$ cat src/rtl/snn_ff_pkg.sv
// Shared types and sizing helpers for the SNN feed-forward datapath blocks.
// Holds the controller state encoding and the default history/time-step geometry.
package snn_ff_pkg;

    localparam int PRE_NEUR_SPIKE_CNT_WIDTH = 8;
    localparam int TIME_STEP                = 8;

    typedef enum logic [1:0] {
        IDLE  = 2'd0,
        RD    = 2'd1,
        CLEAR = 2'd2
    } ctrl_state_t;

    // Never returns 0, so a value of 1 still gives a legal one-bit field.
    function automatic int clog2(input int value);
        int r;
        r = 1;
        for (int i = 1; i < 31; i++) begin
            if ((1 << i) < value) begin
                r = i + 1;
            end
        end
        return r;
    endfunction

endpackage

$ cat src/rtl/pre_neuron_hist_ctrl_pre_neuron.sv
// Pre-synaptic history update: ORs the one-hot bit of the event's time step into
// the stored history word, or zeroes it on a reference-window event.
module pre_neuron
    import snn_ff_pkg::*;
#(
    parameter int W    = PRE_NEUR_SPIKE_CNT_WIDTH,
    parameter int TS_W = clog2(TIME_STEP)
)(
    input  logic            neuron_event,
    input  logic            time_ref_event,
    input  logic [TS_W-1:0] cur_ts,
    input  logic [W-1:0]    hist_in,
    output logic [W-1:0]    hist_out
);

    // NOTE: hist_out is assigned first on every path so this block stays purely
    // combinational; a branch that skipped it would infer a latch.
    always_comb begin
        hist_out = hist_in;
        if (time_ref_event) begin
            hist_out = '0;
        end else if (neuron_event) begin
            hist_out = hist_in | (W'(1) << cur_ts);
        end
    end

endmodule

$ cat src/rtl/pre_neuron_hist_ctrl.sv
// Read-modify-write controller for the pre-synaptic spike-history SRAM.
// Owns the time-step counter, pending ts/ref flags and the end-of-window clear sweep.
module pre_neuron_hist_ctrl
    import snn_ff_pkg::*;
#(
    parameter int  N_PRE                    = 256,
    parameter int  PRE_NEUR_SPIKE_CNT_WIDTH = snn_ff_pkg::PRE_NEUR_SPIKE_CNT_WIDTH,
    parameter int  TIME_STEP                = snn_ff_pkg::TIME_STEP,
    localparam int ADDR_W                   = clog2(N_PRE),
    localparam int TS_W                     = clog2(TIME_STEP)
)(
    input  logic                                CLK,
    input  logic                                RST,
    input  logic                                ev_valid,
    input  logic [ADDR_W-1:0]                   ev_addr,
    output logic                                ev_ready,
    input  logic                                ts_inc,
    input  logic                                ref_req,
    output logic [TS_W-1:0]                     cur_ts,
    output logic                                sram_cs,
    output logic                                sram_we,
    output logic [ADDR_W-1:0]                   sram_addr,
    output logic [PRE_NEUR_SPIKE_CNT_WIDTH-1:0] sram_wdata,
    input  logic [PRE_NEUR_SPIKE_CNT_WIDTH-1:0] sram_rdata,
    output logic                                busy,
    output logic                                clear_done
);

    localparam int                W         = PRE_NEUR_SPIKE_CNT_WIDTH;
    localparam logic [ADDR_W-1:0] LAST_ADDR = ADDR_W'(N_PRE - 1);
    localparam logic [TS_W-1:0]   LAST_TS   = TS_W'(TIME_STEP - 1);

    ctrl_state_t       state;
    ctrl_state_t       state_next;
    logic [ADDR_W-1:0] clr_addr;
    logic [ADDR_W-1:0] lat_addr;
    logic [TS_W-1:0]   lat_ts;
    logic              ts_pend;
    logic              ref_pend;
    logic              ref_go;
    logic              ts_go;
    logic              accept;
    logic              sweep_last;
    logic              rd_event;
    logic [W-1:0]      upd_word;

    // Priority inside IDLE is ref > ts_inc > event.
    assign ref_go     = (state == IDLE) && (ref_req || ref_pend);
    assign ts_go      = (state == IDLE) && !ref_go && (ts_inc || ts_pend);
    assign accept     = ev_valid && ev_ready;
    assign sweep_last = (state == CLEAR) && (clr_addr == LAST_ADDR);
    assign rd_event   = (state == RD);

    pre_neuron #(
        .W    (W),
        .TS_W (TS_W)
    ) u_pre_neuron (
        .neuron_event   (rd_event),
        .time_ref_event (1'b0),
        .cur_ts         (lat_ts),
        .hist_in        (sram_rdata),
        .hist_out       (upd_word)
    );

    // NOTE: sequential state uses non-blocking assignments so every register
    // samples pre-edge values, independent of statement order.
    always_ff @(posedge CLK or posedge RST) begin
        if (RST) begin
            state <= IDLE;
        end else begin
            state <= state_next;
        end
    end

    always_comb begin
        state_next = state;
        ev_ready   = 1'b0;
        busy       = 1'b1;
        sram_cs    = 1'b0;
        sram_we    = 1'b0;
        sram_addr  = '0;
        sram_wdata = '0;
        clear_done = 1'b0;
        unique case (state)
            IDLE: begin
                busy = 1'b0;
                if (ref_go) begin
                    state_next = CLEAR;
                end else begin
                    ev_ready = 1'b1;
                    if (ev_valid) begin
                        sram_cs    = 1'b1;
                        sram_addr  = ev_addr;
                        state_next = RD;
                    end
                end
            end
            RD: begin
                sram_cs    = 1'b1;
                sram_we    = 1'b1;
                sram_addr  = lat_addr;
                sram_wdata = upd_word;
                state_next = IDLE;
            end
            CLEAR: begin
                sram_cs   = 1'b1;
                sram_we   = 1'b1;
                sram_addr = clr_addr;
                if (sweep_last) begin
                    clear_done = 1'b1;
                    state_next = IDLE;
                end
            end
            default: state_next = IDLE;
        endcase
    end

    always_ff @(posedge CLK or posedge RST) begin
        if (RST) begin
            clr_addr <= '0;
            lat_addr <= '0;
            lat_ts   <= '0;
            cur_ts   <= '0;
            ts_pend  <= 1'b0;
            ref_pend <= 1'b0;
        end else begin
            if (accept) begin
                lat_addr <= ev_addr;
                lat_ts   <= cur_ts;
            end

            // Pending requests are consumed (or discarded under ref) in the first IDLE cycle.
            if (state == IDLE) begin
                ts_pend  <= 1'b0;
                ref_pend <= 1'b0;
            end else begin
                if (ts_inc) begin
                    ts_pend <= 1'b1;
                end
                if (ref_req) begin
                    ref_pend <= 1'b1;
                end
            end

            if (ts_go) begin
                cur_ts <= (cur_ts == LAST_TS) ? '0 : cur_ts + TS_W'(1);
            end else if (sweep_last) begin
                cur_ts <= '0;
            end

            if (state == CLEAR) begin
                clr_addr <= sweep_last ? '0 : clr_addr + ADDR_W'(1);
            end
        end
    end

endmodule
$ cat config.mk
export PLATFORM = sky130hd
export DESIGN_NAME = pre_neuron_hist_ctrl
export DESIGN_NICKNAME = d
export VERILOG_FILES = /design/src/rtl/snn_ff_pkg.sv /design/src/rtl/pre_neuron_hist_ctrl_pre_neuron.sv /design/src/rtl/pre_neuron_hist_ctrl.sv
export SDC_FILE = /design/constraint.sdc
export NUM_CORES = 1
export LEC_CHECK = 0
export CORE_MARGIN = 2
export CORE_UTILIZATION = 40
export CTS_BUF_LIST = sky130_fd_sc_hd__clkbuf_4
export DETAILED_ROUTE_END_ITERATION = 12
export PLACE_DENSITY_LB_ADDON = 0.15
export SYNTH_ARGS = -nofsm -noshare
export SYNTH_HDL_FRONTEND = slang
export SYNTH_SLANG_ARGS = --single-unit
export TNS_END_PERCENT = 50
$ cat constraint.sdc
create_clock -name CLK -period 2.3 [get_ports CLK]
set_input_delay 0.46 -clock CLK [delete_from_list [all_inputs] [get_ports CLK]]
set_output_delay 0.46 -clock CLK [all_outputs]
set_load 0.01 [all_outputs]
==> impl_results.md <==
- Status: complete, no violations
- Primary FF master, synth: dfrtp_1
- Multi-input logic area: 785.8 µm²
- Placed Area: 0.002064 mm²
- Final period util: 0.9962
- Relative slew margins: 0.7294
- Grt ovf: 0
- Crit path capture type: output port
- Synthesized net count: 177
- Root buffer cell: clkbuf_4
- Slowest stage delay, CP: 0.39 ns
- Final hold violation count: 0
- Htree depth: 1
- Initial antenna violation count: 0
- # setup viols final: 0
- Final Critical Period: 2.291 ns
- DRT antenna net count: 0
- Top delay family on crit path: flip-flops
- Max-slew violations: 0
- Layout net count: 239
- Port bufs: 44
- Synth Instances: 149
- Register Area: 650.6 µm²
- Reg clk slew, reported paths: 0.15 ns
- Vias/cell: 5.337
- CTS tree: done
- RSZ-0062 raised after global routing: yes
- Max Clk Rate: 436.4 MHz
- Yosys top cell area share: 0.4429
- Worst Setup Start Kind: flip-flop
- Drt first pass iters: 5
- Placeable Area: 0.003606 mm²
- Syn. warnings: 0
- CP arrival: 1.83 ns
- # clock sinks: 26
- Slowest CP cell: dfrtp_1
- Synthesized flop and latch total: 26
- Die ar.: 0.004173 mm²
- CTS max path bufs: 2
- Post-Place Worst Slack: -0.3780 ns
- Top-count cell post-synth: dfrtp_1
- I/O pin cnt: 45
- Worst-path cell chain: inv_2, ha_4, and4bb_4, buf_16, a222oi_1, nor2_1, buf_2
- Cell Rows: 22
- Post-synth EDFFs: 0
- Synth async-reset ratio: 1.000
- Chip width: 64.60 µm
- Worst EP required: 1.84 ns
- CTS hold repair buffers: 0
- Peak supply drop: 0.0001336 V
- Post-synthesis cell type count: 36
- Min-delay worst type: input port to asynchronous set/reset pin
- CTS Buf Count: 3
- Final WL: 3754 µm
- Placer Congestion: 0.8002
- Post-synthesis sequential area ratio: 0.4429
- Leakage: 0.9966 nW
- DR DRC count: 0
- Worst setup margin: 0.008639 ns
- Share of layout cells above drive strength 1: 0.2857
- DP Wirelength: 2697 µm
- Worst path depth: 7
- Worst Hold Slack: 0.4726 ns
- GRT Overall Usage: 0.2034
- Max cap viols: 0
- Syn_area_per_cell: 9.858 µm²
- Clk_skew: 0.008341 ns
- Post-route cell area: 0.002147 mm²
- Yosys top cell by area: dfrtp_1
- Worst Max-Slew Pin Slew: 0.4059 ns
- Syn-to-layout area delta: 46.17%
- Initial core utilization: 0.4074
- CP Max Fanout: 6
- PwrDens: 331.5 mW/mm²
- Initial drt markers: 86
- First-pass GRT wire length: 6824 µm
- R2R depth: 7
- Via Count: 1,377
- Worst Path Buf+Inv: 3
- Clk_lat worst skew: 0.32 ns
- Die H: 64.60 µm
- Filler cells: 340
- Ranking of synthesized cells by area: dfrtp_1, mux2_2, nor2_1, ha_1, a222oi_1
- Post-synth top cells: dfrtp_1, nor2_1, mux2_2
- DR WL/cell: 14.55 µm
- Vias in the first global route: 1,498
- Sum Neg Setup Slack: 0 ns
- Worst setup path category: flip-flop to output port
- Syn Std Cell Area: 0.001469 mm²
- Ant diodes: 0
- Largest net degree at the start of global routing: 27
## layout make-up
cell class | count | share of cell area
clock buffers | 3 | 0.01049
clock inverters | 1 | 0.001748
inverters | 9 | 0.01573
multi-input cells | 104 | 0.3660
flip-flops and latches | 26 | 0.3030
well taps | 48 | 0.02797
repair buffers | 67 | 0.2751
## metal layers
metal / GRT usage / share of wire / up-vias
met5: 0 / 0 / -
met4: 0.07713 / 0.023 / 0
met3: 0.03472 / 0.068 / 8
met2: 0.3477 / 0.47 / 54
met1: 0.2575 / 0.44 / 658
li1: - / - / 657
## kinds of logic (layout without fill, tap and decap cells)
| family | count (synthesis) | count (layout) | synth area share |
|---|---|---|---|
| mux | 10 | 10 | 0.07666 |
| compound gates | 31 | 31 | 0.1704 |
| flops | 26 | 26 | 0.4429 |
| buf+inv | 19 | 80 | 0.05366 |
| simple gates | 52 | 52 | 0.1729 |
| xor+xnor | 4 | 4 | 0.02385 |
| fa+ha+maj | 7 | 7 | 0.05962 |
## what timing repair did
action,CTS,global route
pin swaps,8,10
endpoints found under the hold margin,0,0
buffers inserted,2,3
endpoints found under the setup margin,19,7
cloned,1,0
resized for setup,56,8
## stage by stage
step           utilization  power [W]  instances
2_1_floorplan            -  0.0004751        149
3_3_place_gp        0.5725  0.0005171        248
3_5_place_dp        0.5725  0.0005176        248
4_1_cts             0.5920  0.0007124        255
5_1_grt             0.5954  0.0007435        258
6_report            0.5954  0.0007118        258
## worst paths after layout
path | startpoint | slack [ns] | end
min in group CLK | lat_addr[0] | 0.52 | lat_addr[0]
max in group asynchronous | RST | 1.58 | lat_ts[0]
worst max register to register | state[0] | 0.39 | cur_ts[0]
worst max-delay path | state[0] | 0.009 | sram_addr[7]
worst min-delay path | RST | 0.47 | clr_addr[1]
worst min register to register | lat_addr[0] | 0.52 | lat_addr[0]
## report_power, final
part                      switching (W)  internal [W]
combinational                 0.0000179     0.0000331
sequential     0.0000000000000000000369      0.000457
clock                          0.000140     0.0000635
## cell usage in the layout (no fill, tap or decap), drive strengths merged, types with 4 or more instances in the layout
cell type,instances
nand2,7
nand4,4
clkbuf,4
inv,9
nor2b,4
dfrtp,26
buf,32
nor2,24
a222oi,8
clkdlybuf4s50,24
o21a,5
mux2,10
dlygate4sd2,10
ha,7
## registers in the layout, summed over array words and instances (netlist names)
register  flops
clr_addr      8
ts_pend       1
ref_pend      1
lat_ts        3
cur_ts        3
state         2
lat_addr      8
## worst min-delay path: stages
cell             delay [ns]
clkdlybuf4s50_1        0.39
inv_1                  0.05
buf_4                  0.31
Power figures use the tool's default switching activity.
